**config.mk**
```make
export PLATFORM = sky130hd
export DESIGN_NAME = reg_bank_wb_flat
export DESIGN_NICKNAME = d
export VERILOG_FILES = /design/src/rtl/reg_bank_wb_if.sv /design/src/rtl/reg_bank_wb.sv /design/src/flat_wrapper.sv
export SDC_FILE = /design/constraint.sdc
export NUM_CORES = 2
export LEC_CHECK = 0
export ABC_AREA = 1
export CORE_MARGIN = 2
export CORE_UTILIZATION = 25
export CTS_CLUSTER_SIZE = 25
export DETAILED_ROUTE_END_ITERATION = 10
export PLACE_DENSITY = 0.39
export SYNTH_ARGS = -nofsm -noshare
export SYNTH_HDL_FRONTEND = slang
export SYNTH_SLANG_ARGS = --single-unit
```
**constraint.sdc**
```tcl
create_clock -name clk -period 5.1 [get_ports clk]
set_clock_uncertainty 0.05 [all_clocks]
set_input_delay 1.02 -clock clk [delete_from_list [all_inputs] [get_ports clk]]
set_output_delay 1.02 -clock clk [all_outputs]
set_load 0.02 [all_outputs]
```
**src/rtl/reg_bank_wb_if.sv**
```systemverilog
// reg_bank_wb_if: register-file bus bundle between the multicycle datapath
// and reg_bank_wb.
//   Write port : reg_write, write_reg, write_data   (datapath -> bank)
//   Read ports : read_reg_a/b -> read_data_a/b      (combinational)
//   Commit rec : wb_valid, wb_reg, wb_data          (registered, bank -> datapath)
// master modport = datapath side, slave modport = register bank side.
interface reg_bank_wb_if #(
  parameter int unsigned DATA_W = 32
);
  logic              reg_write;
  logic [4:0]        write_reg;
  logic [DATA_W-1:0] write_data;
  logic [4:0]        read_reg_a;
  logic [4:0]        read_reg_b;
  logic [DATA_W-1:0] read_data_a;
  logic [DATA_W-1:0] read_data_b;
  logic              wb_valid;
  logic [4:0]        wb_reg;
  logic [DATA_W-1:0] wb_data;

  modport master (
    output reg_write, write_reg, write_data, read_reg_a, read_reg_b,
    input  read_data_a, read_data_b, wb_valid, wb_reg, wb_data
  );

  modport slave (
    input  reg_write, write_reg, write_data, read_reg_a, read_reg_b,
    output read_data_a, read_data_b, wb_valid, wb_reg, wb_data
  );
endinterface

```
**src/rtl/reg_bank_wb.sv**
```systemverilog
// reg_bank_wb: 32 x DATA_W MIPS general-purpose register file.
//   clk   : system clock, all state updates on the rising edge
//   reset : synchronous active-high reset (regs -> 0, $sp -> SP_INIT)
//   bus   : reg_bank_wb_if.slave
//           - one synchronous write port (reg_write/write_reg/write_data)
//           - two combinational read ports (read_reg_a/b -> read_data_a/b)
//           - one-cycle commit record (wb_valid/wb_reg/wb_data)
// Register 0 has no storage and always reads 0.
// Optional build macro REG_BANK_WB_BYPASS_EN: read ports forward write_data
// when they address the register being written in the same cycle.
module reg_bank_wb #(
  parameter int unsigned       DATA_W  = 32,
  parameter logic [DATA_W-1:0] SP_INIT = 227,
  parameter int unsigned       SP_IDX  = 29
) (
  input  logic          clk,
  input  logic          reset,
  reg_bank_wb_if.slave  bus
);

  // Storage for registers 1..31 only; register 0 is a constant.
  logic [DATA_W-1:0] regs [1:31];
  logic              commit;

  // A write lands only when enabled, not in reset, and not aimed at $zero.
  assign commit = bus.reg_write && !reset && (bus.write_reg != 5'd0);

  always_ff @(posedge clk) begin
    if (reset) begin
      for (int unsigned i = 1; i < 32; i++) begin
        regs[i] <= (i == SP_IDX) ? SP_INIT : '0;
      end
      bus.wb_valid <= 1'b0;
      bus.wb_reg   <= '0;
      bus.wb_data  <= '0;
    end else begin
      bus.wb_valid <= commit;
      if (commit) begin
        regs[bus.write_reg] <= bus.write_data;
        bus.wb_reg          <= bus.write_reg;
        bus.wb_data         <= bus.write_data;
      end
    end
  end

  always_comb begin
    bus.read_data_a = '0;
    if (bus.read_reg_a != 5'd0) begin
`ifdef REG_BANK_WB_BYPASS_EN
      if (commit && (bus.read_reg_a == bus.write_reg)) begin
        bus.read_data_a = bus.write_data;
      end else begin
        bus.read_data_a = regs[bus.read_reg_a];
      end
`else
      bus.read_data_a = regs[bus.read_reg_a];
`endif
    end
  end

  always_comb begin
    bus.read_data_b = '0;
    if (bus.read_reg_b != 5'd0) begin
`ifdef REG_BANK_WB_BYPASS_EN
      if (commit && (bus.read_reg_b == bus.write_reg)) begin
        bus.read_data_b = bus.write_data;
      end else begin
        bus.read_data_b = regs[bus.read_reg_b];
      end
`else
      bus.read_data_b = regs[bus.read_reg_b];
`endif
    end
  end

endmodule

```
**src/flat_wrapper.sv**
```systemverilog
// flat-port wrapper written by rule: the top's interface ports become plain ports
module reg_bank_wb_flat 
#(
  parameter int unsigned       DATA_W  = 32,
  parameter logic [DATA_W-1:0] SP_INIT = 227,
  parameter int unsigned       SP_IDX  = 29
)
  (clk, reset, bus_reg_write, bus_write_reg, bus_write_data, bus_read_reg_a, bus_read_reg_b, bus_read_data_a, bus_read_data_b, bus_wb_valid, bus_wb_reg, bus_wb_data);
  reg_bank_wb_if #(.DATA_W(DATA_W)) bus_i ();
  input  logic clk;
  input  logic reset;
  input wire logic [$bits(bus_i.reg_write)-1:0] bus_reg_write;
  input wire logic [$bits(bus_i.write_reg)-1:0] bus_write_reg;
  input wire logic [$bits(bus_i.write_data)-1:0] bus_write_data;
  input wire logic [$bits(bus_i.read_reg_a)-1:0] bus_read_reg_a;
  input wire logic [$bits(bus_i.read_reg_b)-1:0] bus_read_reg_b;
  output wire logic [$bits(bus_i.read_data_a)-1:0] bus_read_data_a;
  output wire logic [$bits(bus_i.read_data_b)-1:0] bus_read_data_b;
  output wire logic [$bits(bus_i.wb_valid)-1:0] bus_wb_valid;
  output wire logic [$bits(bus_i.wb_reg)-1:0] bus_wb_reg;
  output wire logic [$bits(bus_i.wb_data)-1:0] bus_wb_data;
  assign bus_i.reg_write = bus_reg_write;
  assign bus_i.write_reg = bus_write_reg;
  assign bus_i.write_data = bus_write_data;
  assign bus_i.read_reg_a = bus_read_reg_a;
  assign bus_i.read_reg_b = bus_read_reg_b;
  assign bus_read_data_a = bus_i.read_data_a;
  assign bus_read_data_b = bus_i.read_data_b;
  assign bus_wb_valid = bus_i.wb_valid;
  assign bus_wb_reg = bus_i.wb_reg;
  assign bus_wb_data = bus_i.wb_data;
  reg_bank_wb #(.DATA_W(DATA_W), .SP_INIT(SP_INIT), .SP_IDX(SP_IDX)) u_core (.clk(clk), .reset(reset), .bus(bus_i));
endmodule
```
==> summary.md <==
| Metric | Value |
|---|---|
| Post-CTS Setup Repair Bufs | 0 |
| #FFs+latches synth | 1062 |
| Fmax | 205 MHz |
| DRT Pass-1 Iters | 6 |
| Yosys Warn Count | 0 |
| Worst reg-to-reg path cell count | 2 |
| Post-route ant nets | 0 |
| Gr usage total | 23.1% |
| CP Data Required Time | between 4 and 5 ns |
| Worst-path clk slew | 0.06 ns |
| Tightest Hold Check Type | register to register |
| Clk root buf | clkbuf_16 |
| Status | finished, final reports clean |
| Layout Cells excl Fill | 10510 |
| Layout Utilization | between 20 and 30% |
| Cell count along the critical path | 10 |
| Buf/Inv on CP | 4 |
| Global route overflow | 0 |
| Min Tclk post-route | 4.87 ns |
| Final worst path period share | about 96% |
| WL final | between 200 and 300 mm |
| Hold-fix buffers, CTS | 0 |
| Initial antenna violation count | 6 |
| Register area | 0.0315 mm² |
| Max-slew violation count | 0 |
| 1st-iter DRT viols | between 6000 and 7000 |
| CP endpoint kind | output port |
| Layout cells sized above 1 | 8.57% |
| Initial Util | 25.1% |
| Library cells used by synthesis | 25 |
| Crit path kind | primary input to output port |
| Placed Cells | 10269 |
| Via Count | 53480 |
| Post-CTS Resized | 0 |
| Setup TNS | 0 ns |
| Routed vias/inst | ~5.1 |
| FFs w/ async S/R, synth | 0% |
| Final hold vios | 0 |
| Leakage | between 20 and 30 nW |
| Die footprint | 0.235 mm² |
| Final Net Count | approximately 7400 |
| Cells after Synth | 7367 |
| CP startpoint kind | primary input |
| Pwr dens | 339 mW/mm² |
| Slowest cell delay on critical path | about 0.71 ns |
| Worst slew margin | 33.6% |
| Setup WS post-layout | about 0.23 ns |
| Least-Margin Pin Slew | 0.995 ns |
| Fin Hold WS | roughly 0.43 ns |
| CTS max path bufs | 3 |
| Clock sink total | 1062 |
| Highest-delay cell along the critical path | clkdlybuf4s50_1 |
| Num CTS Buffers | 133 |
| Top cell family by delay on the critical path | buffers and inverters |
| WL/cell | roughly 27 µm |
| Die width | slightly below 500 µm |
| Syn Std Cell Area | just under 0.06 mm² |
| Commonest cells post-synth | 2157 x nand2_1, 1732 x nor2_1, 1024 x edfxtp_1 |
| Data arrival, critical path | 3.80 ns |
| Hold Crit Depth | 2 |
| Vias in the first global route | 51457 |
| Sequential-to-total area share from yosys stat | 54.5% |
| Filler Cell Count | 24465 |
| Maximum number of pins on one net before global-route repair | between 70 and 80 |
| Core region area | 0.230 mm² |
| Number of synthesized flops with an enable pin | approximately 1000 |
| Setup Slack @ Placement | 0.137 ns |
| GP Congestion | 0.859 |
| H-tree depth | 4 |
| RSZ-0062 raised after global routing | no |
| First-pass GRT wire length | between 300 and 400 mm |
| Synth area leader | edfxtp_1 |
| Multi-input gate area | 0.0231 mm² |
| TritonCTS clock tree | built |
| Detailed placement HPWL | approximately 170 mm |
| Maximum VDD drop | 216 µV |
| DRC viols | 0 |
| Io pins | 152 |
| Max Fanout on Critical Path | 26 |
| Share of the synthesized area in the top cell type | 53.2% |
| Buffers on Ports | 151 |
| Synth Area per Inst | 7.85 µm² |
| CP most frequent cell | nor2_1 |
| # Max-Cap Violations | 0 |
| Skew-Pair Late Insertion Delay | 0.79 ns |
| Final setup fails | 0 |
| Die height | between 400 and 500 µm |
| Worst path cell trace | buf_8, buf_12, buf_4, o21ai_0, o21ai_0, a21oi_1, nor2_1, nor2_1, nor2_1, clkdlybuf4s50_1 |
| Ys flop type | edfxtp_1 |
| Number of flip-flops in the largest register | 1024 |
| Top-count cell post-synth | nand2_1 |
| Rows | approximately 180 |
| Synth area leaders | edfxtp_1 53%, nand2_1 14%, nor2_1 11% |
| Synth-to-Final Area Change | 18.0% |
==> routing by layer <==
layer	GRT usage, %	up-vias	share of wire, %
met5	0	-	0
met4	9.54	0	4.4
met3	3.36	470	6.7
met2	37.4	2388	46
met1	30.7	26410	43
li1	-	24212	-
==> tightest hold or removal path: cells and delay by family, from the launching register on <==
| kind | cells | cell delay (ns) |
|---|---|---|
| simple gates | 1 | 0.06 |
| flops | 1 | 0.31 |
| compound gates | 1 | 0.06 |
==> cell families (layout without fill, tap and decap cells) <==
family	Yosys count	count (layout)	share of synthesized area [%]
AND/OR/NAND/NOR	4866	4866	33.8
other	1	35	0.00649
flip-flops	1062	1062	54.5
AO/OA/AOI/OAI	643	643	5.66
buffers and inverters	795	878	6.05
==> path summary, 6_finish.rpt <==
kind	startpoint	endpoint	slack, ns
max	bus_read_reg_b[0]	bus_read_data_b[19]	0.23
min	u_core.bus.wb_reg[1]	u_core.bus.wb_reg[1]	0.43
max reg2reg	u_core.bus.wb_data[31]	u_core.bus.wb_data[31]	4.22
min reg2reg	u_core.bus.wb_reg[1]	u_core.bus.wb_reg[1]	0.43
==> through the flow <==
stage	total power, mW	instance area [µm²]
after global routing	24.0	68200
after detailed placement	13.9	64000
final	23.1	68200
after global placement	13.9	64000
after floorplan	12.2	57900
after CTS	23.3	68200
==> report_power, final <==
part / internal [mW] / leakage [nW] / switching [mW]
combinational: 0.961 / 15.5 / 2.44
clock: 5.38 / 2.04 / 4.02
sequential: 10.0 / 10.1 / 0.274
==> final cells by class <==
| type | count | area share (%) |
|---|---|---|
| multi-input cells | 5541 | 33.9 |
| inverters | 164 | 0.965 |
| diodes | 3 | 0.0110 |
| flip-flops and latches | 1062 | 46.2 |
| repair buffers | 476 | 7.29 |
| well taps | 3026 | 5.55 |
| clock inverters | 63 | 0.818 |
| clock buffers | 175 | 5.28 |
==> cells in the final DEF (no fill, tap or decap), types with 3 or more instances in the layout <==
cell,instances
inv_8,4
o21ai_1,20
and3_1,9
nor3_1,7
buf_12,88
nand2_1,2094
clkinv_1,29
diode_2,3
o22ai_1,9
dfxtp_1,38
clkinv_8,3
inv_4,3
edfxtp_1,1024
bufinv_16,8
nor2_1,1730
inv_6,9
clkbuf_16,138
nand2_2,63
a21oi_1,151
nor2_4,4
inv_1,135
buf_4,273
o21ai_0,445
clkinv_2,20
conb_1,32
o211ai_1,18
nand3_1,953
inv_2,14
clkdlybuf4s50_1,108
clkbuf_1,36
buf_8,4
Power figures use the tool's default switching activity.
